### config.mk
export PLATFORM = sky130hd
export DESIGN_NAME = uart_tx_ctrl
export DESIGN_NICKNAME = d
export VERILOG_FILES = /design/src/rtl/uart_tx_ctrl.sv
export SDC_FILE = /design/constraint.sdc
export NUM_CORES = 1
export LEC_CHECK = 0
export ABC_AREA = 1
export BUFFER_PORTS_ARGS = -buffer_cell sky130_fd_sc_hd__buf_2
export CELL_PAD_IN_SITES_DETAIL_PLACEMENT = 0
export CELL_PAD_IN_SITES_GLOBAL_PLACEMENT = 1
export CORE_MARGIN = 2
export CORE_UTILIZATION = 42
export DETAILED_ROUTE_END_ITERATION = 10
export GPL_TIMING_DRIVEN = 0
export PLACE_DENSITY_LB_ADDON = 0.1
export SKIP_LAST_GASP = 1
export SYNTH_ARGS = -nofsm -noshare
export SYNTH_HDL_FRONTEND = slang
export SYNTH_SLANG_ARGS = --single-unit
### constraint.sdc
create_clock -name clk -period 2.02 [get_ports clk]
set_input_delay 0.202 -clock clk [delete_from_list [all_inputs] [get_ports clk]]
set_output_delay 0.202 -clock clk [all_outputs]
set_load 0.05 [all_outputs]
### src/rtl/uart_tx_ctrl.sv
// UART transmitter: start bit, DBIT data bits LSB first, optional even parity, SB_TICK-long stop.
// Define UART_TX_PARITY_EN to insert the even-parity bit between the data bits and the stop bit.
module uart_tx_ctrl #(
  parameter int DBIT    = 8,
  parameter int SB_TICK = 16
) (
  input  logic            clk,
  input  logic            reset_n,
  input  logic            s_tick,
  input  logic            tx_start,
  input  logic [DBIT-1:0] tx_din,
  output logic            tx,
  output logic            tx_busy,
  output logic            tx_done_tick
);

`ifdef UART_TX_PARITY_EN
  typedef enum logic [2:0] {IDLE, START, DATA, PARITY, STOP} state_t;
`else
  typedef enum logic [1:0] {IDLE, START, DATA, STOP} state_t;
`endif

  state_t          state_reg, state_next;
  logic [4:0]      s_reg, s_next;
  logic [2:0]      n_reg, n_next;
  logic [DBIT-1:0] b_reg, b_next;
  logic            tx_reg, tx_next;
`ifdef UART_TX_PARITY_EN
  logic            parity_reg, parity_next;
`endif

  always_ff @(posedge clk or negedge reset_n) begin
    if (!reset_n) begin
      state_reg <= IDLE;
      s_reg     <= '0;
      n_reg     <= '0;
      b_reg     <= '0;
      tx_reg    <= 1'b1;
`ifdef UART_TX_PARITY_EN
      parity_reg <= 1'b0;
`endif
    end else begin
      state_reg <= state_next;
      s_reg     <= s_next;
      n_reg     <= n_next;
      b_reg     <= b_next;
      tx_reg    <= tx_next;
`ifdef UART_TX_PARITY_EN
      parity_reg <= parity_next;
`endif
    end
  end

  // tx_next is only ever changed at bit boundaries, so the registered line cannot glitch.
  always_comb begin
    state_next   = state_reg;
    s_next       = s_reg;
    n_next       = n_reg;
    b_next       = b_reg;
    tx_next      = tx_reg;
    tx_done_tick = 1'b0;
`ifdef UART_TX_PARITY_EN
    parity_next  = parity_reg;
`endif
    case (state_reg)
      IDLE: begin
        tx_next = 1'b1;
        if (tx_start) begin
          state_next = START;
          s_next     = '0;
          n_next     = '0;
          b_next     = tx_din;
          tx_next    = 1'b0;
`ifdef UART_TX_PARITY_EN
          parity_next = ^tx_din;
`endif
        end
      end
      START: begin
        if (s_tick) begin
          if (s_reg == 5'd15) begin
            state_next = DATA;
            s_next     = '0;
            n_next     = '0;
            tx_next    = b_reg[0];
          end else begin
            s_next = s_reg + 5'd1;
          end
        end
      end
      DATA: begin
        if (s_tick) begin
          if (s_reg == 5'd15) begin
            s_next = '0;
            b_next = b_reg >> 1;
            if (n_reg == 3'(DBIT-1)) begin
`ifdef UART_TX_PARITY_EN
              state_next = PARITY;
              tx_next    = parity_reg;
`else
              state_next = STOP;
              tx_next    = 1'b1;
`endif
            end else begin
              n_next  = n_reg + 3'd1;
              // b_reg[1] is the bit that becomes the LSB after this shift
              tx_next = b_reg[1];
            end
          end else begin
            s_next = s_reg + 5'd1;
          end
        end
      end
`ifdef UART_TX_PARITY_EN
      PARITY: begin
        if (s_tick) begin
          if (s_reg == 5'd15) begin
            state_next = STOP;
            s_next     = '0;
            tx_next    = 1'b1;
          end else begin
            s_next = s_reg + 5'd1;
          end
        end
      end
`endif
      STOP: begin
        tx_next = 1'b1;
        if (s_tick) begin
          if (s_reg == 5'(SB_TICK-1)) begin
            state_next   = IDLE;
            tx_done_tick = 1'b1;
          end else begin
            s_next = s_reg + 5'd1;
          end
        end
      end
      default: begin
        state_next = IDLE;
        tx_next    = 1'b1;
      end
    endcase
  end

  assign tx      = tx_reg;
  assign tx_busy = (state_reg != IDLE);

endmodule

==> metrics.csv <==
stage,metric,value,unit
placed_design,GP Congestion,0.796,
sta,Setup TNS Final,0,ns
global_routing,largest net degree at the start of global routing,20,
cells_and_area,layout cells sized above 1,17.6,%
clocking,Root Buffer,clkbuf_4,
route,total length of routed wires,2300,um
cells_and_area,Final Core Density,49.6,%
setup_path,critical path data arrival time,1.62,ns
worst_hold_path,worst min path class,in2reg,
synthesis,Post-Syn Instances,151,
synthesis,post-synth top area cell,dfrtp_1,
sta,Worst-Margin Slew,0.450,ns
sta,crit share post-route,90.2,%
synthesis,Yosys top cell area share,37.0,%
clocking,CTS tree,done,
setup_path,cell mode on critical path,ha_1,
synthesis,"Cell Area, Synth",1220,um^2
sta,Final Setup Violations,0,
route,DR iter-0 viols,30,
floorplanning,Die H,57.9,um
pwr,Peak VDD IR,0.000829,V
cells_and_area,number of antenna repair diodes,0,
pwr,total power per unit cell area,1480,nW/um^2
pwr,leakage,0.000733,uW
setup_path,WS Path Type,reg2out,
route,Avg Vias per Cell,4.82,
floorplanning,starting density of the core,44.2,%
floorplanning,Die X,57.9,um
sta,normalized max-slew margin,70.0,%
run,Max Cap Viol,0,
floorplanning,# IOs,15,
setup_path,R2R cell count,11,
cells_and_area,max reg flops,8,
synthesis,"Seq/Total Area, Yosys",39.1,%
setup_path,element type at the critical path start,flop,
synthesis,Mapped Avg Cell Area,8.07,um^2
placed_design,PortBufs,14,
placed_design,hpwl dp,1800,um
cells_and_area,Nets,194,
clocking,H-tree levels,1,
global_routing,M1 GR Usage,21.1,%
global_routing,most crowded layer after global routing,met2,
setup_path,Critical Path RT,1.82,ns
sta,Period minus WS final,1.82,ns
global_routing,initial antenna violation count,0,
clocking,clock tree buffer depth,2,
synthesis,"FF+latch count, synth",19,
floorplanning,die area,3350,um^2
route,DR WL/cell,11.4,um
outcome,outcome,"complete, no violations",
cells_and_area,Finished Layout Cells,201,
clocking,Worst-Skew Late Latency,0.29,ns
sta,max-slew violation count,0,
global_routing,first-pass GRT wire length,4250,um
floorplanning,Core ar.,2760,um^2
setup_path,Critical Path Sink Type,output port,
route,drt pass-1 iters,4,
setup_path,CP max FO,4,
clocking,clock sinks,19,
setup_path,worst stage delay on the critical path,0.42,ns
global_routing,vias in the first global route,975,
sta,Final Skew,0.00355,ns
global_routing,grt total ovfl,0,
synthesis,top post-synthesis cells by area,"dfrtp_1, nand2_1, ha_1, mux2i_1, inv_1",
global_routing,GR Util met2,27.8,%
clocking,CTS Buf Count,3,
floorplanning,Site Rows,19,
sta,maximum clock frequency,549,MHz
setup_path,CP max-delay cell,dfrtp_1,
global_routing,grt met3 use,2.68,%
sta,Final Hold Viols,0,
cells_and_area,P&R area growth vs syn,12.3,%
cells_and_area,Filler Cell Count,287,
cells_and_area,"most common cell after layout, fill and taps aside",nand2_1,
route,Post-route DRC,0,
clocking,clock slew seen by the registers of the worst setup and hold paths,0.11,ns
setup_path,crit path cell chain,"ha_1, nand3_1, inv_1, ha_1, nand2_1, nor2_1, buf_4",
global_routing,Tot GR Track Use,16.4,%
worst_hold_path,hold path cells,4,
cells_and_area,"commonest non-fill, non-tap cells in the layout","nand2_1, dfrtp_1, inv_1, buf_2, ha_1",
placed_design,Placed Cells,196,
sta,RSZ-0062 raised after global routing,no,
synthesis,YS warnings,0,
synthesis,Post-Syn Nets,174,
route,ANT nets after route,0,
synthesis,post-synth cell types,23,
route,vias,968,
[metal layers]
layer | routed length (um) | vias up
met2 | 1040 | 13
met4 | 18 | 0
li1 | - | 520
met5 | 0 | -
met3 | 76 | 2
met1 | 1160 | 433
[path summary, 6_finish.rpt]
check,from,endpoint,slack [ns]
max,s_reg[0],tx_done_tick,0.20
min,tx_start,tx,0.15
max reg2reg,s_reg[0],state_reg[0],0.28
min reg2reg,tx,tx,0.48
max in group asynchronous,reset_n,tx,1.32
min in group asynchronous,reset_n,n_reg[0],0.37
[layout make-up]
class / instances / area (um^2) / share of cell area (%)
Buffer: 2 / 22.5 / 1.65
Sequential cell: 19 / 477 / 34.8
Tap cell: 31 / 38.8 / 2.83
Inverter: 15 / 56.3 / 4.11
Multi-Input combinational cell: 115 / 666 / 48.6
Timing Repair Buffer: 15 / 82.6 / 6.03
Clock buffer: 4 / 26.3 / 1.92
[critical path: cells and delay by family (launching register included)]
kind	cells	cell delay [ns]
flip-flops	1	0.42
buffers and inverters	2	0.25
AND/OR/NAND/NOR	3	0.23
adder cells (fa/ha/maj)	2	0.43
[Yosys cell counts (all sizes together)]
cell type	n
dfstp	1
nand2	58
o21a	1
nand3b	2
buf	2
xor2	1
dfrtp	18
inv	15
nand4	1
o21ai	14
a21oi	1
nand3	9
mux2i	6
nor2	10
ha	11
a21boi	1
[power breakdown]
part	internal [uW]	switching, uW	leakage [uW]
combinational	433	778	0.000473
sequential	532	88.9	0.000244
clock	76.8	117	0.0000150
[timing repair]
| action | CTS | global route |
|---|---|---|
| hold endpoints to repair | 18 | 0 |
| gates resized for setup | 0 | 3 |
| setup buffers | 0 | 0 |
| hold buffers | 1 | 0 |
| setup endpoints to repair | 0 | 2 |
[cells by family after synthesis]
logic type,Yosys count,share of synthesized area [%]
multiplexers,6,4.93
adder cells (fa/ha/maj),11,11.3
AO/OA/AOI/OAI,17,8.01
AND/OR/NAND/NOR,80,29.5
XOR/XNOR,1,0.719
flip-flops,19,39.1
buffers and inverters,17,6.47
[stage by stage]
stage                     area (um^2)  total power, uW  hold slack (ns)  setup slack (ns)
final                            1370             2030            0.155             0.198
after detailed placement         1330             1840            0.174             0.249
after CTS                        1360             2040            0.141             0.113
after global routing             1370             2250            0.153            0.0180
after floorplan                  1220             1590          -0.0936             0.251
after global placement           1330             1820            0.171             0.275
No activity file was read; power rests on OpenSTA's default activity.
